## src/rtl/dram_ctrl_pkg.sv

```systemverilog
// Shared definitions for the DRAM controller slice: default geometry and id widths,
// command encodings driven onto the command bus, and the sequencer state enum.
package dram_ctrl_pkg;

  localparam int unsigned NumOfBanks = 8;
  localparam int unsigned NumOfRows  = 128;
  localparam int unsigned NumOfCols  = 8;
  localparam int unsigned BankIdW    = 3;
  localparam int unsigned RowIdW     = 7;
  localparam int unsigned ColIdW     = 3;

  typedef enum logic [1:0] {
    CMD_PRE = 2'b00,
    CMD_ACT = 2'b01,
    CMD_RD  = 2'b10,
    CMD_WR  = 2'b11
  } cmd_e;

  typedef enum logic [2:0] {
    StIdle,
    StDecide,
    StIssue,
    StRelease,
    StDone
  } seq_state_e;

endpackage

```

## src/rtl/dram_open_row_table.sv

```systemverilog
// Per-bank open-row bookkeeping: one {open, row} entry per bank.
// Ports:
//   clk_i, rst_ni      clock; synchronous active-low clear of all entries (all banks closed)
//   lookup_bank_i      bank to look up (combinational)
//   lookup_open_o      bank currently has an open row
//   lookup_row_o       row that is open in that bank
//   set_i, clr_i       open (with upd_row_i) / close bank upd_bank_i at the next edge
//   upd_bank_i         bank to update
//   upd_row_i          row recorded on set
module dram_open_row_table #(
  parameter int unsigned NumBanks = 8,
  parameter int unsigned BankIdW  = 3,
  parameter int unsigned RowIdW   = 7
) (
  input  logic               clk_i,
  input  logic               rst_ni,
  input  logic [BankIdW-1:0] lookup_bank_i,
  output logic               lookup_open_o,
  output logic [RowIdW-1:0]  lookup_row_o,
  input  logic               set_i,
  input  logic               clr_i,
  input  logic [BankIdW-1:0] upd_bank_i,
  input  logic [RowIdW-1:0]  upd_row_i
);

  logic [NumBanks-1:0] open_q;
  logic [RowIdW-1:0]   row_q [NumBanks];

  // Ids beyond the bank count read as closed and never update the table.
  always_comb begin
    lookup_open_o = 1'b0;
    lookup_row_o  = '0;
    if (32'(lookup_bank_i) < NumBanks) begin
      lookup_open_o = open_q[lookup_bank_i];
      lookup_row_o  = row_q[lookup_bank_i];
    end
  end

  always_ff @(posedge clk_i) begin
    if (!rst_ni) begin
      open_q <= '0;
      for (int unsigned i = 0; i < NumBanks; i++) begin
        row_q[i] <= '0;
      end
    end else if (32'(upd_bank_i) < NumBanks) begin
      if (clr_i) begin
        open_q[upd_bank_i] <= 1'b0;
      end else if (set_i) begin
        open_q[upd_bank_i] <= 1'b1;
        row_q[upd_bank_i]  <= upd_row_i;
      end
    end
  end

endmodule

```

## src/rtl/dram_cmd_sequencer.sv

```systemverilog
// Turns one decoded request into its PRE/ACT/RD/WR command sequence, issued over a
// four-phase cmd_req/cmd_ack handshake; row hits skip PRE/ACT.
// Ports:
//   clk, rst_b                    clock; synchronous active-low reset
//   req_valid/req_ready           request handshake (ready only when idle and out of reset)
//   req_rw, req_*_id              request fields (1=write), latched on accept
//   cmd_req/cmd_ack               four-phase command handshake
//   cmd, cmd_*_id                 command code and ids, stable while cmd_req is high
//   done, row_hit                 one-cycle completion pulse; row_hit valid with done
module dram_cmd_sequencer
  import dram_ctrl_pkg::*;
#(
  parameter int unsigned NUM_OF_BANKS = NumOfBanks,
  parameter int unsigned BANK_ID_W    = BankIdW,
  parameter int unsigned ROW_ID_W     = RowIdW,
  parameter int unsigned COL_ID_W     = ColIdW
) (
  input  logic                 clk,
  input  logic                 rst_b,
  input  logic                 req_valid,
  output logic                 req_ready,
  input  logic                 req_rw,
  input  logic [BANK_ID_W-1:0] req_bank_id,
  input  logic [ROW_ID_W-1:0]  req_row_id,
  input  logic [COL_ID_W-1:0]  req_col_id,
  output logic                 cmd_req,
  output logic [1:0]           cmd,
  output logic [BANK_ID_W-1:0] cmd_bank_id,
  output logic [ROW_ID_W-1:0]  cmd_row_id,
  output logic [COL_ID_W-1:0]  cmd_col_id,
  input  logic                 cmd_ack,
  output logic                 done,
  output logic                 row_hit
);

  seq_state_e           state_q, state_d;
  logic                 rw_q, rw_d;
  logic [BANK_ID_W-1:0] bank_q, bank_d;
  logic [ROW_ID_W-1:0]  row_q, row_d;
  logic [COL_ID_W-1:0]  col_q, col_d;
  logic                 hit_q, hit_d;
  logic                 cmd_req_q, cmd_req_d;
  cmd_e                 cmd_q, cmd_d;
  logic [BANK_ID_W-1:0] cmd_bank_q, cmd_bank_d;
  logic [ROW_ID_W-1:0]  cmd_row_q, cmd_row_d;
  logic [COL_ID_W-1:0]  cmd_col_q, cmd_col_d;
  logic                 done_q, done_d;
  logic                 row_hit_q, row_hit_d;

  logic                 tbl_open;
  logic [ROW_ID_W-1:0]  tbl_row;
  logic                 tbl_set, tbl_clr;
  cmd_e                 access_cmd;

  dram_open_row_table #(
    .NumBanks (NUM_OF_BANKS),
    .BankIdW  (BANK_ID_W),
    .RowIdW   (ROW_ID_W)
  ) u_open_row_table (
    .clk_i         (clk),
    .rst_ni        (rst_b),
    .lookup_bank_i (bank_q),
    .lookup_open_o (tbl_open),
    .lookup_row_o  (tbl_row),
    .set_i         (tbl_set),
    .clr_i         (tbl_clr),
    .upd_bank_i    (bank_q),
    .upd_row_i     (row_q)
  );

  assign access_cmd = rw_q ? CMD_WR : CMD_RD;
  assign req_ready  = (state_q == StIdle) && rst_b;

  always_comb begin
    state_d    = state_q;
    rw_d       = rw_q;
    bank_d     = bank_q;
    row_d      = row_q;
    col_d      = col_q;
    hit_d      = hit_q;
    cmd_req_d  = cmd_req_q;
    cmd_d      = cmd_q;
    cmd_bank_d = cmd_bank_q;
    cmd_row_d  = cmd_row_q;
    cmd_col_d  = cmd_col_q;
    done_d     = 1'b0;
    row_hit_d  = 1'b0;
    tbl_set    = 1'b0;
    tbl_clr    = 1'b0;

    unique case (state_q)
      StIdle: begin
        if (req_valid) begin
          rw_d    = req_rw;
          bank_d  = req_bank_id;
          row_d   = req_row_id;
          col_d   = req_col_id;
          state_d = StDecide;
        end
      end
      StDecide: begin
        hit_d = tbl_open && (tbl_row == row_q);
        if (hit_d) begin
          cmd_d = access_cmd;
        end else if (tbl_open) begin
          cmd_d = CMD_PRE;
        end else begin
          cmd_d = CMD_ACT;
        end
        // Every command carries the latched ids; the device picks what it needs.
        cmd_bank_d = bank_q;
        cmd_row_d  = row_q;
        cmd_col_d  = col_q;
        cmd_req_d  = 1'b1;
        state_d    = StIssue;
      end
      StIssue: begin
        if (cmd_ack) begin
          cmd_req_d = 1'b0;
          state_d   = StRelease;
        end
      end
      StRelease: begin
        if (!cmd_ack) begin
          tbl_clr = (cmd_q == CMD_PRE);
          tbl_set = (cmd_q == CMD_ACT);
          // The plan is a fixed tail PRE -> ACT -> access, so the command just
          // completed determines what follows.
          unique case (cmd_q)
            CMD_PRE: begin
              cmd_d     = CMD_ACT;
              cmd_req_d = 1'b1;
              state_d   = StIssue;
            end
            CMD_ACT: begin
              cmd_d     = access_cmd;
              cmd_req_d = 1'b1;
              state_d   = StIssue;
            end
            CMD_RD, CMD_WR: begin
              done_d    = 1'b1;
              row_hit_d = hit_q;
              state_d   = StDone;
            end
            default: state_d = StDone;
          endcase
        end
      end
      StDone: begin
        state_d = StIdle;
      end
      default: state_d = StIdle;
    endcase
  end

  always_ff @(posedge clk) begin
    if (!rst_b) begin
      state_q    <= StIdle;
      rw_q       <= 1'b0;
      bank_q     <= '0;
      row_q      <= '0;
      col_q      <= '0;
      hit_q      <= 1'b0;
      cmd_req_q  <= 1'b0;
      cmd_q      <= CMD_PRE;
      cmd_bank_q <= '0;
      cmd_row_q  <= '0;
      cmd_col_q  <= '0;
      done_q     <= 1'b0;
      row_hit_q  <= 1'b0;
    end else begin
      state_q    <= state_d;
      rw_q       <= rw_d;
      bank_q     <= bank_d;
      row_q      <= row_d;
      col_q      <= col_d;
      hit_q      <= hit_d;
      cmd_req_q  <= cmd_req_d;
      cmd_q      <= cmd_d;
      cmd_bank_q <= cmd_bank_d;
      cmd_row_q  <= cmd_row_d;
      cmd_col_q  <= cmd_col_d;
      done_q     <= done_d;
      row_hit_q  <= row_hit_d;
    end
  end

  assign cmd_req     = cmd_req_q;
  assign cmd         = cmd_q;
  assign cmd_bank_id = cmd_bank_q;
  assign cmd_row_id  = cmd_row_q;
  assign cmd_col_id  = cmd_col_q;
  assign done        = done_q;
  assign row_hit     = row_hit_q;

endmodule

```

## config.mk

```make
export PLATFORM = sky130hd
export DESIGN_NAME = dram_cmd_sequencer
export DESIGN_NICKNAME = d
export VERILOG_FILES = /design/src/rtl/dram_ctrl_pkg.sv /design/src/rtl/dram_open_row_table.sv /design/src/rtl/dram_cmd_sequencer.sv
export SDC_FILE = /design/constraint.sdc
export NUM_CORES = 1
export LEC_CHECK = 0
export ABC_CLOCK_PERIOD_IN_PS = 3040
export BUFFER_PORTS_ARGS = -buffer_cell sky130_fd_sc_hd__clkbuf_2
export CAP_MARGIN = 20
export CORE_MARGIN = 2
export CORE_UTILIZATION = 40
export CTS_CLUSTER_SIZE = 14
export DETAILED_ROUTE_END_ITERATION = 16
export SLEW_MARGIN = 25
export SYNTH_ARGS = -nofsm -noshare
export SYNTH_HDL_FRONTEND = slang
export SYNTH_SLANG_ARGS = --single-unit
```

## constraint.sdc

```tcl
create_clock -name clk -period 3.04 [get_ports clk]
set_input_delay 0.608 -clock clk [delete_from_list [all_inputs] [get_ports clk]]
set_output_delay 0.608 -clock clk [all_outputs]
set_load 0.03 [all_outputs]
```

==> flow_summary.yaml <==
yosys:
  ys_top_cells_by_area: "edfxtp_1, dfxtp_1, and2_1, nand2_1, mux2i_1"
  synth_area_leader_cell: "edfxtp_1"
  synth_edf_count: 56
  ys_async_sr_fraction: 0
  syn_avg_cell_area_um2: 11.0
  synthDominantCellAreaShare: 0.370
  synth_adder_area_share: 0
  netlist_instances: 411
  syn_nets: 429
  synthMuxAreaShare: 0.0986
  synth_ff_type: "edfxtp_1"
  synth.distinct_cells: 46
  syn-cell-area_mm2: 0.00454
  synth_warnings: 0
  synth_compound_area_frac: 0.0738
  synth_simple_gate_area_frac: 0.210
  synth-xor-area-share: 0.00964
  ys_seq_elements: 103
  synth_top_family_by_area: "simple AND/OR/NAND/NOR gates"
  seq_area_frac_synth: 0.578
clock_network:
  root_buffer: "clkbuf_16"
  postCtsHoldBufs: 0
  clk_pin_slew_worst_paths_ns: 0.08
  cts_buffer_depth: 2
  clock_latency_ns: 0.35
  cts_max_level: 3
  cts_resized: 0
  tritoncts: "built"
  numCtsBuffers: 9
  post_cts_buffers: 0
  clock-sinks: 103
global_route:
  grt_pass1_wl_mm: 17.0
  grt_start_max_net_pins: 40
  grt_remaining_overflow: 0
  grt_pass1_vias: 3073
  antenna_found_initial: 0
  grt_util_all_layers: 0.178
sta:
  worst_slew_pin_slew_ns: 0.707
  hold_viol_final: 0
  timing.fmax_mhz: 388
  grt_setup_unrepaired: "false"
  maxSlewViolCount: 0
  tns_ns: 0
  setup_viol: 0
  fin_crit_sh: 0.847
  fin_hold_ws_ns: 0.458
  fin_worst_skew_ns: 0.0103
  slew_headroom: 0.522
  setup_ws_ns: 0.464
  period_minus_slack_ns: 2.58
placed_design:
  globalplace.congestion: 0.852
  pre_cts_slack_ns: 0.485
  place_area_mm2: 0.00488
  placed_cells: 571
  dp_hpwl_mm: 7.50
  port_buffers: 36
route:
  met3WireLength_um: 335
  top_layer: "met4"
  dr.pass1.iters: 4
  vias: 3067
  met2_length_mm: 5.07
  remaining_drc_errors: 0
  met1_length_mm: 4.90
  postRouteAntennaNets: 0
  drt_iter0_drc: 182
  viasPerCell: 5.22
  routed_wl_mm: 10.5
  wl_per_cell_um: 17.9
cells_and_area:
  nFillCells: 1007
  mostFrequentLayoutCells: "nand2_1, and2_1, edfxtp_1"
  nets: 460
  final_cell_area_mm2: 0.00519
  layout-drive-gt1-share: 0.179
  final_util: 0.474
  antenna_cells: 0
  final_cells: 587
  final_common_cell: "nand2_1"
  area_growth_pct: 14.2
floorplanning:
  fp.coreArea_mm2: 0.0109
  start_util: 0.415
  die_w_um: 111
  num_rows: 38
  io_pins: 37
  die_area_mm2: 0.0122
  die_y_um: 111
critical_path:
  crit_buf_inv: 0
  crit_type: "register to register"
  critPathTopFamily: "simple AND/OR/NAND/NOR gates"
  crit_fanout: 11
  crit_path_end_kind: "register"
  slowest_delay_ns: 0.53
  worstSetupStartpointType: "register"
  path_common_cell: "nor3_2"
  cp.arrival_ns: 2.60
  cpMaxStageDelayCell: "dfxtp_1"
  crit_chain: "nand3b_2 -> or3b_2 -> nor3_2 -> nand2_1 -> nor3_2 -> nand2b_1"
  crit_required_ns: 3.06
power:
  p_leak_nw: 1.91
  worst_ir_drop_vdd_uv: 245
  power.total_mw: 3.01
  p_per_area_mw_per_mm2: 581
min_path:
  hold_class: "register to register"
run:
  maxCapViolations: 0
run_status:
  status: "completed"
## cells in the mapped netlist, types with 2 or more instances
cell      number
dfxtp_1       47
a31o_2         2
nor4b_1        4
nor3_2         3
nand3_1        4
xnor2_1        4
a21oi_1       36
edfxtp_1      56
buf_2          2
buf_4          2
and2_1        58
nand4_1        3
nor2b_1        4
nand2b_1       6
nand2_1       64
nor2_1        22
mux2i_1       23
mux4_2         5
inv_1          2
o21ai_0       11
a22oi_1        2
mux4_1         4
clkbuf_1      24
## cell type report
type | instances | area (µm²) | area share
multi-input combinational | 276 | 1790 | 0.345
sequential | 103 | 2620 | 0.506
clock inverter | 7 | 83.8 | 0.0162
timing repair buffer | 50 | 285 | 0.0550
tap | 140 | 175 | 0.0338
clock buffer | 9 | 225 | 0.0434
inverter | 2 | 7.51 | 0.00145
## where the power goes
group / internal, mW / switching (mW)
logic: 0.0997 / 0.146
clock network: 0.596 / 0.594
registers: 1.51 / 0.0647
## kinds of logic (layout without fill, tap and decap cells)
logic type,after synthesis,after routing
AO/OA/AOI/OAI,59,59
AND/OR/NAND/NOR,180,180
flip-flops,103,103
multiplexers,32,32
XOR/XNOR,5,5
buffers and inverters,32,68
## path summary, 6_finish.rpt
check	endpoint	slack (ns)	from	depth (start not counted)
setup / recovery	u_open_row_table.row_q[4][5]	0.46	state_q[0]	6
setup reg to reg	u_open_row_table.row_q[4][5]	0.46	state_q[0]	6
hold reg to reg	cmd_col_id[0]	0.46	cmd_col_id[0]	2
hold / removal	cmd_col_id[0]	0.46	cmd_col_id[0]	2
## metal layers
layer,global-route usage,vias up
met5,0,-
met4,0.0642,0
met3,0.0357,18
met2,0.292,60
met1,0.236,1486
li1,-,1503
## worst reg2reg max path, stage by stage (launching register included)
cell and delay (ns):
dfxtp_1 0.53, nand3b_2 0.18, or3b_2 0.53, nor3_2 0.15, nand2_1 0.17, nor3_2 0.32, nand2b_1 0.36
No activity file was read; power rests on OpenSTA's default activity.
